### config.mk
export PLATFORM = sky130hd
export DESIGN_NAME = p2s_ctrl
export DESIGN_NICKNAME = d
export VERILOG_FILES = /design/src/rtl/p2s_pkg.sv /design/src/rtl/p2s_shreg.sv /design/src/rtl/p2s_ctrl.sv
export SDC_FILE = /design/constraint.sdc
export NUM_CORES = 1
export LEC_CHECK = 0
export ABC_AREA = 1
export BUFFER_PORTS_ARGS = -buffer_cell sky130_fd_sc_hd__buf_2
export CORE_ASPECT_RATIO = 0.75
export CORE_UTILIZATION = 57
export CTS_BUF_LIST = sky130_fd_sc_hd__clkbuf_2 sky130_fd_sc_hd__clkbuf_4 sky130_fd_sc_hd__clkbuf_8
export DETAILED_ROUTE_END_ITERATION = 7
export PLACE_DENSITY = 0.86
export SLEW_MARGIN = 30
export SYNTH_ARGS = -nofsm -noshare
export SYNTH_HDL_FRONTEND = slang
export SYNTH_SLANG_ARGS = --single-unit
### constraint.sdc
create_clock -name clk -period 2 [get_ports clk]
set_clock_uncertainty 0.2 [all_clocks]
set_input_delay 0.3 -clock clk [delete_from_list [all_inputs] [get_ports clk]]
set_output_delay 0.3 -clock clk [all_outputs]
set_load 0.01 [all_outputs]
### src/rtl/p2s_pkg.sv
// p2s_pkg: shared definitions for the parallel-to-serial display controller.
//   STATE_W  : encoding width of the controller FSM state
//   state_t  : FSM states IDLE, LOW, HIGH, LATCH, DONE
package p2s_pkg;

   localparam int STATE_W = 3;

   typedef enum logic [STATE_W-1:0] {
      ST_IDLE  = 3'd0,
      ST_LOW   = 3'd1,
      ST_HIGH  = 3'd2,
      ST_LATCH = 3'd3,
      ST_DONE  = 3'd4
   } state_t;

endpackage

### src/rtl/p2s_shreg.sv
// p2s_shreg: DATA_BITS-wide frame shift register with load / shift / hold.
//   clk, rst_n : clock, synchronous active-low clear
//   load       : capture din (has priority over shift)
//   shift      : advance one bit toward the serial end, 0 shifted in
//   din        : parallel word
//   sbit       : bit currently presented to the serial pin
// Holds its contents when neither load nor shift is asserted.
// Macro P2S_LSB_FIRST_EN: when defined the word leaves LSB first (shift
// right, sbit = bit 0); otherwise MSB first (shift left, sbit = MSB).
module p2s_shreg #(
   parameter int DATA_BITS = 64
) (
   input  logic                 clk,
   input  logic                 rst_n,
   input  logic                 load,
   input  logic                 shift,
   input  logic [DATA_BITS-1:0] din,
   output logic                 sbit
);

   logic [DATA_BITS-1:0] sr;

   always_ff @(posedge clk) begin
      if (!rst_n) begin
         sr <= '0;
      end else if (load) begin
         sr <= din;
      end else if (shift) begin
`ifdef P2S_LSB_FIRST_EN
         sr <= {1'b0, sr[DATA_BITS-1:1]};
`else
         sr <= {sr[DATA_BITS-2:0], 1'b0};
`endif
      end
   end

   // sbit is a straight flop output. After a full frame the register has
   // been filled with zeros, so the serial pin rests at 0 outside LOW/HIGH.
`ifdef P2S_LSB_FIRST_EN
   assign sbit = sr[0];
`else
   assign sbit = sr[DATA_BITS-1];
`endif

endmodule

### src/rtl/p2s_ctrl.sv
// p2s_ctrl: parallel-to-serial controller for chained display shift registers.
//   clk     : system clock, all logic on posedge
//   rst_n   : synchronous active-low reset (abandons any frame in progress)
//   start   : request to send din, accepted while busy=0 (IDLE or DONE)
//   din     : DATA_BITS-wide word, captured in the accept cycle
//   busy    : frame in progress
//   done    : one-cycle pulse at frame end
//   s_clk   : serial clock, CLK_DIV clk cycles per half-period
//   s_data  : serial data, changes only when s_clk falls
//   s_latch : latch strobe after the last bit, CLK_DIV cycles wide
// Macro P2S_LSB_FIRST_EN: LSB-first bit order (see p2s_shreg); timing unchanged.
//
// Handshake: start is sampled only in IDLE/DONE (busy=0); the word on din is
// captured on that edge and busy rises the next cycle. start/din are ignored
// while busy=1. Every output comes from a flop.
module p2s_ctrl
   import p2s_pkg::*;
#(
   parameter int DATA_BITS = 64,
   parameter int CLK_DIV   = 2
) (
   input  logic                 clk,
   input  logic                 rst_n,
   input  logic                 start,
   input  logic [DATA_BITS-1:0] din,
   output logic                 busy,
   output logic                 done,
   output logic                 s_clk,
   output logic                 s_data,
   output logic                 s_latch
);

   localparam int DIV_W = (CLK_DIV > 1) ? $clog2(CLK_DIV) : 1;
   localparam int CNT_W = $clog2(DATA_BITS + 1);
   localparam logic [DIV_W-1:0] DIV_LAST  = DIV_W'(CLK_DIV - 1);
   localparam logic [CNT_W-1:0] BITS_INIT = CNT_W'(DATA_BITS);

   state_t           state;
   logic [DIV_W-1:0] div_cnt;
   logic [CNT_W-1:0] bit_cnt;
   logic             div_last;
   logic             accept;
   logic             shift;

   assign div_last = (div_cnt == DIV_LAST);
   assign accept   = start && ((state == ST_IDLE) || (state == ST_DONE));
   // Shift on the last HIGH cycle so the next bit appears as s_clk falls.
   assign shift    = (state == ST_HIGH) && div_last;

   p2s_shreg #(
      .DATA_BITS (DATA_BITS)
   ) u_shreg (
      .clk   (clk),
      .rst_n (rst_n),
      .load  (accept),
      .shift (shift),
      .din   (din),
      .sbit  (s_data)
   );

   // Outputs are assigned together with the state they belong to, so they
   // switch on the same edge the state is entered.
   always_ff @(posedge clk) begin
      if (!rst_n) begin
         state   <= ST_IDLE;
         div_cnt <= '0;
         bit_cnt <= '0;
         busy    <= 1'b0;
         done    <= 1'b0;
         s_clk   <= 1'b0;
         s_latch <= 1'b0;
      end else begin
         done <= 1'b0;
         case (state)
            ST_IDLE, ST_DONE: begin
               if (start) begin
                  state   <= ST_LOW;
                  bit_cnt <= BITS_INIT;
                  div_cnt <= '0;
                  busy    <= 1'b1;
               end else begin
                  state <= ST_IDLE;
               end
            end
            ST_LOW: begin
               if (div_last) begin
                  div_cnt <= '0;
                  s_clk   <= 1'b1;
                  state   <= ST_HIGH;
               end else begin
                  div_cnt <= div_cnt + 1'b1;
               end
            end
            ST_HIGH: begin
               if (div_last) begin
                  div_cnt <= '0;
                  bit_cnt <= bit_cnt - 1'b1;
                  s_clk   <= 1'b0;
                  if (bit_cnt == CNT_W'(1)) begin
                     s_latch <= 1'b1;
                     state   <= ST_LATCH;
                  end else begin
                     state <= ST_LOW;
                  end
               end else begin
                  div_cnt <= div_cnt + 1'b1;
               end
            end
            ST_LATCH: begin
               if (div_last) begin
                  div_cnt <= '0;
                  s_latch <= 1'b0;
                  busy    <= 1'b0;
                  done    <= 1'b1;
                  state   <= ST_DONE;
               end else begin
                  div_cnt <= div_cnt + 1'b1;
               end
            end
            default: begin
               state <= ST_IDLE;
            end
         endcase
      end
   end

endmodule

After elaboration in Yosys (flattened, before gate mapping) --
Index checks and enable logic that the tools add are counted.
Word-level totals: memory bits (read-only) 0, bits of input ports 67, output and inout bits 5, flip-flop bits (word level) 79, memories kept 0, bits in writable memories 0, latch bits 0
Operators by class: eq/ne operators 10, muxes and demuxes 23, magnitude comparators 0, reduce and logical (&&, ||, !) cells 19, divide/modulo/power cells 0, bitwise logic cells 0, $add $sub $neg 2, shift operators 0, multiply operators 0
Operators with widths (number):
- 64-bit two-way mux | 2
- 7-bit two-way mux | 2
- 7-bit case mux with 2 select lines | 1
- 3-bit case mux with 4 select lines | 1
- 3-bit AND reduction | 4
- 2-bit nonzero test | 6
- 1-bit two-way mux | 9
- 3-bit two-way mux | 3
- 2-bit != test (second input constant) | 4
- 1-bit case mux with 2 select lines | 4
- 7-bit by 1-bit equality test with 1-bit output (second input constant) | 1
- 7-bit by 1-bit subtractor with 7-bit output (second input constant) | 1
- 3-bit by 2-bit equality test with 1-bit output (second input constant) | 2
- 2-bit AND reduction | 2
- 4-bit AND reduction | 1
- 3-bit by 1-bit equality test with 1-bit output (second input constant) | 1
- 3-bit equality test (second input constant) | 1
- 3-bit logical NOT | 1
- 3-bit OR reduction | 1
- 1-bit logical AND | 2
- 2-bit two-way mux | 1
- 2-bit by 1-bit != test with 1-bit output (second input constant) | 1
- 2-bit OR reduction | 1
- 1-bit adder (second input constant) | 1
- 1-bit logical OR | 1

Longest topological paths before layout --
Gate-level depths: netlist of run 1.
depth after elaboration 4, mapped depth 10, mapped depth without buffers 9

By module --
Synthesis of run 1 repeated with hierarchy kept, for this count alone.
Unflattened totals: cells, all modules 592, area, all modules 3816.2 µm²
By module, submodules not included:
- p2s_shreg | seq. area each 1281.2 µm², times used 1, cells an instance 483, area each 3056.7 µm²
- p2s_ctrl | seq. area each 300.3 µm², times used 1, cells an instance 109, area each 759.5 µm²

Worst setup path after synthesis of run 1 --
No wires, ideal clock.
path type register to register, start reg state[1], end reg u_shreg.sr[10], clock period less this slack 1.456 ns, arrival time 1.128 ns, buffers on the path 2, setup time 0.128 ns, data required time 1.672 ns, setup slack 0.544 ns, cell stages (with the launch flop) 10, path through dfxtp_1 -> inv_2 -> nand2_2 -> inv_2 -> nand2_2 -> nand2_1 -> buf_4 -> clkbuf_1 -> o21ai_0 -> nor2_1
Between the ends: cells in the longest elaborated chain, start to end 4
RTL lines:
- from (decl) | RTL line p2s_ctrl.sv:38 | state_t state;
- from (signal assigned) | RTL line p2s_ctrl.sv:65 | state <= ST_IDLE;
- from (signal assigned) | RTL line p2s_ctrl.sv:77 | state <= ST_LOW;
- from (signal assigned) | RTL line p2s_ctrl.sv:82 | state <= ST_IDLE;
- 3-bit equality test / 3-bit logical NOT (equally long branches) | RTL line p2s_ctrl.sv:46 | assign accept = start && ((state == ST_IDLE) || (state == ST_DONE));
- 1-bit logical OR | RTL line p2s_ctrl.sv:46
- 1-bit logical AND | RTL line p2s_ctrl.sv:46
- 64-bit two-way mux / 2-bit nonzero test (equally long branches)
- to (signal assigned) | RTL line p2s_shreg.sv:27 | sr <= din;
- to (signal assigned) | RTL line p2s_shreg.sv:32 | sr <= {sr[DATA_BITS-2:0], 1'b0};
- to (decl) | RTL line p2s_shreg.sv:21 | logic [DATA_BITS-1:0] sr;
Several ways; a longest one is shown, not always the timed one. A chain may end at the register's enable or synchronous reset.

Worst setup path after layout of run 1 --
start reg state[1], end reg u_shreg.sr[57]
Same word-level chain as after synthesis.

==> results of run 1 <==
## area by class of cell
cell class | instances | share of cell area (%)
Tap cell | 78 | 2.35
Clock buffer | 13 | 4.01
Inverter | 18 | 1.63
Clock inverter | 3 | 1.57
Multi-Input combinational cell | 377 | 40.6
Timing Repair Buffer | 85 | 11.8
Sequential cell | 79 | 38.1
## state kept, by name, summed over array words and instances (netlist names)
register	cells
busy	1
bit_cnt	7
state	3
s_clk	1
done	1
u_shreg.sr	64
div_cnt	1
s_latch	1
## worst min-delay path: stages
cell and delay (ps):
sky130_fd_sc_hd__buf_2 90, sky130_fd_sc_hd__nand2_1 50, sky130_fd_sc_hd__a31oi_1 70
## Yosys cell counts
library cell and count:
sky130_fd_sc_hd__nor3_1 2, sky130_fd_sc_hd__inv_2 4, sky130_fd_sc_hd__nand3_1 70, sky130_fd_sc_hd__o211ai_1 2, sky130_fd_sc_hd__dfxtp_1 79, sky130_fd_sc_hd__o21ai_1 5, sky130_fd_sc_hd__nand3b_1 1, sky130_fd_sc_hd__nand2_2 2
sky130_fd_sc_hd__a21boi_0 2, sky130_fd_sc_hd__o211a_1 1, sky130_fd_sc_hd__nand2_1 150, sky130_fd_sc_hd__nor2_1 66, sky130_fd_sc_hd__ha_1 2, sky130_fd_sc_hd__nand4_1 4, sky130_fd_sc_hd__a31oi_1 14, sky130_fd_sc_hd__inv_1 14
sky130_fd_sc_hd__buf_4 9, sky130_fd_sc_hd__a21oi_1 8, sky130_fd_sc_hd__o21ai_0 46, sky130_fd_sc_hd__buf_2 12, sky130_fd_sc_hd__nor2_2 2, sky130_fd_sc_hd__clkbuf_1 14
## metrics by stage
stage          area [µm²]  hold WS [ps]  instances  power, mW
2_1_floorplan        3510           223        509       2.68
3_3_place_gp         3910           249        636       2.89
3_5_place_dp         3910           251        636       2.93
4_1_cts              4150          10.6        653       4.27
5_1_grt              4150          11.0        653       4.52
6_report             4150          23.3        653       4.24
## layer usage
| layer | vias to the layer above | track usage [%] | share of wire, % |
|---|---|---|---|
| met5 | - | 0 | 0 |
| met1 | 1563 | 33.1 | 45 |
| met2 | 112 | 41.6 | 46 |
| met3 | 15 | 6.32 | 7.1 |
| li1 | 1790 | - | - |
| met4 | 0 | 9.90 | 1.5 |
## worst paths after layout
path	from	to	slack [ps]	cells past startpoint
setup / recovery	state[1]	u_shreg.sr[57]	290	9
setup reg to reg	state[1]	u_shreg.sr[57]	290	9
hold reg to reg	busy	busy	260	2
hold / removal	din[25]	u_shreg.sr[25]	20	3
## cell families (layout without fill, tap and decap cells)
logic type / count (synthesis) / count (layout) / share of synthesized area [%]
compound gates: 78 / 78 / 12.1
simple gates: 297 / 297 / 35.0
fa+ha+maj: 2 / 2 / 0.714
buf+inv: 53 / 119 / 7.07
flops: 79 / 79 / 45.1
## cell usage in the layout, fill, tap and decap left out, types with 2 or more instances in the layout
| cell type | n |
|---|---|
| sky130_fd_sc_hd__nand3_1 | 70 |
| sky130_fd_sc_hd__nor2_2 | 2 |
| sky130_fd_sc_hd__buf_2 | 71 |
| sky130_fd_sc_hd__inv_2 | 4 |
| sky130_fd_sc_hd__buf_4 | 11 |
| sky130_fd_sc_hd__o211ai_1 | 2 |
| sky130_fd_sc_hd__ha_1 | 2 |
| sky130_fd_sc_hd__o21ai_0 | 46 |
| sky130_fd_sc_hd__nand2_1 | 149 |
| sky130_fd_sc_hd__inv_1 | 14 |
| sky130_fd_sc_hd__a21oi_1 | 8 |
| sky130_fd_sc_hd__nor3_1 | 2 |
| sky130_fd_sc_hd__a31oi_1 | 14 |
| sky130_fd_sc_hd__dfxtp_1 | 79 |
| sky130_fd_sc_hd__bufinv_16 | 2 |
| sky130_fd_sc_hd__o21ai_1 | 5 |
| sky130_fd_sc_hd__buf_12 | 2 |
| sky130_fd_sc_hd__clkbuf_8 | 11 |
| sky130_fd_sc_hd__nor2_1 | 65 |
| sky130_fd_sc_hd__nand2_2 | 3 |
| sky130_fd_sc_hd__a21boi_0 | 2 |
| sky130_fd_sc_hd__clkbuf_4 | 2 |
| sky130_fd_sc_hd__nand4_1 | 4 |
## report_power, final
part	leakage (nW)	total, mW	internal [mW]	switching [mW]
logic	1.02	1.00	0.380	0.621
clock network	0.120	1.33	0.798	0.530
registers	0.651	1.91	1.79	0.121
total	1.79	4.24	2.97	1.27
==> impl_metrics.csv, run 1 <==
group,metric,value,unit
die,floorplan.die_area,6470,µm²
cts,worst_setup_hold_path_clk_slew,70,ps
cts,clock_insertion_delay_worst_skew,340,ps
sta,timing.final.hold_violations,0,
synth,synthesis.area_per_instance,6.89,µm²
critical_path,cp_delay_by_family_top,"simple AND/OR/NAND/NOR gates",
sta,grt_setup_unrepaired,"no",
finish,layout-drive-gt1-share,19.1,%
pwr,vdd.ir_drop.worst,0.540,mV
detailed_routing,post_drt_wl_per_cell,11.9,µm
die,core_region_area,5890,µm²
global_route,gr-total-overflow,0,
critical_path,critPathKind,"flop to flop",
cts,cts_hold_buffers,1,
cts,cts_htree_levels,3,
critical_path,cpPeakStageDelay,370,ps
placed_design,placement.io_buffers,71,
finish,num-nets-final,639,
placed_design,gp_congestion,0.858,
synth,ys_seq_elements,79,
placed_design,dpl_worst_slack,330,ps
detailed_routing,drc,0,
sta,clock.fmax,0.586,GHz
critical_path,timing.critical_path.fanout_max,38,
critical_path,critical_path.cell_chain,"inv_2 -> nand2_2 -> inv_2 -> nand2_2 -> buf_4 -> nand2_1 -> nand3_1 -> o21ai_0 -> nor2_1",
synth,mappedNetlistArea,3510,µm²
global_route,grt_antenna_before_repair,0,
sta,final-setup-viol-count,0,
finish,area_growth_synth_to_finish,18.5,%
critical_path,crit_path_end_kind,"flop",
die,die_width,92.6,µm
synth,postSynthNetCount,578,
finish,regArea,1580,µm²
die,die_height,69.9,µm
detailed_routing,initialDrtViolationCount,223,
critical_path,timing.critical_path.from_type,"flop",
detailed_routing,drt-total-wl,7800,µm
sta,period_share,85.3,%
detailed_routing,post_drt_via_cell_ratio,5.33,
cts,tritoncts,"built",
detailed_routing,drt-pass1-iter-count,6,
synth,netlist_top_cells_area,"sky130_fd_sc_hd__dfxtp_1 (45%), sky130_fd_sc_hd__nand2_1 (16%), sky130_fd_sc_hd__nand3_1 (10%)",
global_route,grt_pass1_wl,13400,µm
die,start_util,59.6,%
pwr,power.density_cell_area,1020,nW/µm²
cts,cts.repair.resized,0,
global_route,grt_max_degree,84,
global_route,grtUsageTotal,25.7,%
cts,clock-root-buffer,"sky130_fd_sc_hd__clkbuf_8",
flow_run,max-cap-violations,0,
die,row_count,24,
finish,final_core_util,70.6,%
finish,multi_input_area,1690,µm²
die,io-pin-count,72,
critical_path,required_arrival_time_at_the_worst_endpoint,2090,ps
synth,synth_cell_types,22,
pwr,p_leak,1.79,nW
sta,finalCriticalPeriod,1710,ps
placed_design,detailedPlacementHpwl,5240,µm
finish,filler_cell_count,512,
cts,post_cts.repair.setup_buffers,0,
global_route,grt_pass1_vias,3106,
synth,ys_warn_count,0,
hold_path,hold_path_class,"primary input to flop",
critical_path,critical_path.n_buffers_inverters,3,
sta,slew_headroom,73.4,%
synth,synth_top_area_cell,"sky130_fd_sc_hd__dfxtp_1",
critical_path,worst-endpoint-arrival,1790,ps
status,status,"complete, no violations",
sta,tns,0,ps
cts,cts_buffers,9,
sta,final.setup.worst_slack,294,ps
cts,tritoncts_num_sinks,79,
sta,tightestPinTransition,396,ps
synth,synthDominantCellAreaShare,45.1,%
synth,post_synth_inst_count,509,
detailed_routing,routed-via-count,3480,
finish,antenna_cells_inserted,0,
synth,synth_seq_area_share,45.1,%
cts,cts.path.max_buffers,2,
detailed_routing,postRouteAntennaNets,0,
sta,drv_slew,0,
critical_path,timing.critical_path.slowest_stage_cell,"sky130_fd_sc_hd__dfxtp_1",
Power figures use the tool's default switching activity.
==> inputs of run 2 (changes only) <==
ABC_AREA = default   (was 1)
CORE_UTILIZATION = 56   (was 57)
PLACE_DENSITY = 0.84   (was 0.86)
REMOVE_ABC_BUFFERS = 1   (was default)
==> impl_metrics.csv, run 2 <==
group,metric,value,unit
pwr,p_leak,1.67,nW
finish,most-common-layout-cells,"sky130_fd_sc_hd__nand2_1 (131), sky130_fd_sc_hd__dfxtp_1 (79), sky130_fd_sc_hd__buf_2 (71), sky130_fd_sc_hd__nor2_1 (69), sky130_fd_sc_hd__a311oi_1 (50)",
die,start_util,58.7,%
sta,final.setup.worst_slack,146,ps
synth,post_synth_inst_count,440,
sta,tns,0,ps
detailed_routing,initialDrtViolationCount,232,
critical_path,crit_path_end_kind,"flop",
cts,tritoncts_num_sinks,79,
critical_path,required_arrival_time_at_the_worst_endpoint,2050,ps
detailed_routing,drc,0,
global_route,grtUsageMet3,7.73,%
critical_path,cp_delay_by_family_top,"simple AND/OR/NAND/NOR gates",
synth,synth_seq_area_share,45.8,%
global_route,grt_pass1_wl,13300,µm
global_route,use_met1,32.0,%
synth,top_flip_flop_cell_by_instance_count_after_synthesis,"sky130_fd_sc_hd__dfxtp_1",
global_route,grt_max_degree,61,
critical_path,critical_path.cell_chain,"or3b_4 -> nand2_4 -> buf_4 -> nor2_1 -> a311oi_1",
critical_path,worst-endpoint-arrival,1910,ps
detailed_routing,post_drt_wl_per_cell,13.3,µm
critical_path,timing.critical_path.from_type,"flop",
hold_path,hold_path_class,"primary input to flop",
critical_path,timing.critical_path.slowest_stage_cell,"sky130_fd_sc_hd__or3b_4",
synth,ys_top_cells_by_count,"sky130_fd_sc_hd__nand2_1 (132), sky130_fd_sc_hd__dfxtp_1 (79), sky130_fd_sc_hd__nor2_1 (69), sky130_fd_sc_hd__a311oi_1 (50), sky130_fd_sc_hd__clkbuf_1 (21)",
global_route,gr-total-overflow,0,
synth,synthesis.area_per_instance,7.85,µm²
pwr,power.density_cell_area,1070,nW/µm²
global_route,grt_pass1_vias,3133,
flow_run,max-cap-violations,0,
cts,cts.path.max_buffers,2,
detailed_routing,drt-total-wl,7910,µm
sta,final-setup-viol-count,0,
die,core_region_area,5890,µm²
cts,cts_htree_levels,3,
sta,period_share,92.7,%
synth,netlist_top_cells_area,"sky130_fd_sc_hd__dfxtp_1 (46%), sky130_fd_sc_hd__nand2_1 (14%), sky130_fd_sc_hd__a311oi_1 (13%)",
placed_design,gp_congestion,0.790,
global_route,grtUsageTotal,25.4,%
finish,layout-drive-gt1-share,23.1,%
synth,asyncSetResetFlopFracSynth,0,%
finish,registers.top_by_ff_count,"u_shreg.sr",
finish,postLayoutCellArea,4200,µm²
detailed_routing,postRouteAntennaNets,0,
sta,clock.fmax,0.539,GHz
placed_design,detailed_place.area,3880,µm²
critical_path,critical_path.n_buffers_inverters,1,
synth,mappedNetlistArea,3450,µm²
placed_design,placement.io_buffers,71,
sta,timing.final.hold_violations,0,
sta,tightestPinTransition,326,ps
synth,synthDominantCellAreaShare,45.8,%
placed_design,dpl_worst_slack,30.5,ps
global_route,grt_antenna_before_repair,0,
sta,finalCriticalPeriod,1850,ps
die,row_count,24,
cts,worst_setup_hold_path_clk_slew,80,ps
finish,num-nets-final,580,
placed_design,detailedPlacementHpwl,5040,µm
finish,top_regs,"u_shreg.sr (64), bit_cnt (7), state (3)",
sta,drv_slew,0,
synth,ys_seq_elements,79,
synth,synth.most_common_cell,"sky130_fd_sc_hd__nand2_1",
detailed_routing,post_drt_via_cell_ratio,5.56,
synth,synth_top_area_cell,"sky130_fd_sc_hd__dfxtp_1",
synth,synth_cell_types,36,
die,io-pin-count,72,
finish,antenna_cells_inserted,0,
finish,final_core_util,71.4,%
critical_path,timing.critical_path.fanout_max,13,
detailed_routing,routed-via-count,3304,
cts,clock_insertion_delay_worst_skew,350,ps
finish,largest_register_ff_count,64,
die,floorplan.die_area,6490,µm²
detailed_routing,drt-pass1-iter-count,5,
pwr,vdd.ir_drop.worst,0.533,mV
cts,clock-root-buffer,"sky130_fd_sc_hd__clkbuf_8",
global_route,grt_use_met2,41.9,%
die,die_width,92.7,µm
critical_path,critPathKind,"flop to flop",
global_route,busiest_layer,"met2",
synth,ys_warn_count,0,
sta,slew_headroom,78.0,%
cts,cts_buffers,9,
synth,synth-edff-count,0,
critical_path,cpPeakStageDelay,450,ps
cts,tritoncts,"built",
status,status,"complete, no violations",
sta,grt_setup_unrepaired,"no",
finish,layout_commonest_cell,"sky130_fd_sc_hd__nand2_1",
die,die_height,70.0,µm
finish,area_growth_synth_to_finish,21.6,%
==> run 2: final cells by class <==
cell class,count,area (µm²)
clock inverters,6,61.3
well taps,78,97.6
fillers,493,1690
flip-flops and latches,79,1580
multi-input cells,316,1670
inverters,5,18.8
repair buffers,100,643
clock buffers,10,131
==> run 2: power breakdown <==
group	total (mW)	switching, mW	internal (mW)
Combinational	1.29	0.720	0.567
Sequential	2.05	0.182	1.87
Clock	1.16	0.575	0.586
Total	4.50	1.48	3.02
==> run 2: layer usage <==
layer  up-vias  wire (µm)  part of all wire (%)
met3         6        503                   6.4
met4         0         55                  0.69
met1      1525       3730                    47
met2       110       3630                    46
li1       1663          -                     -
met5         -          0                     0
==> run 2: worst paths after layout <==
kind                   from  depth (start not counted)              to  slack (ps)
max                state[1]                          5  u_shreg.sr[45]         150
min                 din[54]                          3  u_shreg.sr[54]           7
max reg2reg        state[1]                          5  u_shreg.sr[45]         150
min reg2reg  u_shreg.sr[16]                          2  u_shreg.sr[17]         270
==> run 2: logic make-up after synthesis <==
group,count (synthesis),share of synthesized area [%]
AND/OR/NAND/NOR,217,25.2
AO/OA/AOI/OAI,92,20.2
flip-flops,79,45.8
buffers and inverters,45,6.81
XOR/XNOR,5,1.27
adder cells (fa/ha/maj),2,0.725
==> run 2: metrics by stage <==
stage	total power, mW	cells	hold slack [ps]
5_1_grt	4.78	594	0.802
3_5_place_dp	3.29	565	262
2_1_floorplan	2.90	400	214
3_3_place_gp	3.23	565	253
6_report	4.50	594	7.40
4_1_cts	4.46	589	0.593
==> run 2: what timing repair did <==
action                                  4_1_cts  5_1_grt
buffers inserted                              0        5
gates resized for setup                       0        2
endpoints found under the setup margin        0       42
hold endpoints to repair                      8        0
hold buffers                                  8        0
==> run 2: worst register-to-register path, stage by stage (launching register included) <==
cell and delay [ps]:
sky130_fd_sc_hd__dfxtp_1 380, sky130_fd_sc_hd__or3b_4 450, sky130_fd_sc_hd__nand2_4 200, sky130_fd_sc_hd__buf_4 220
sky130_fd_sc_hd__nor2_1 50, sky130_fd_sc_hd__a311oi_1 270
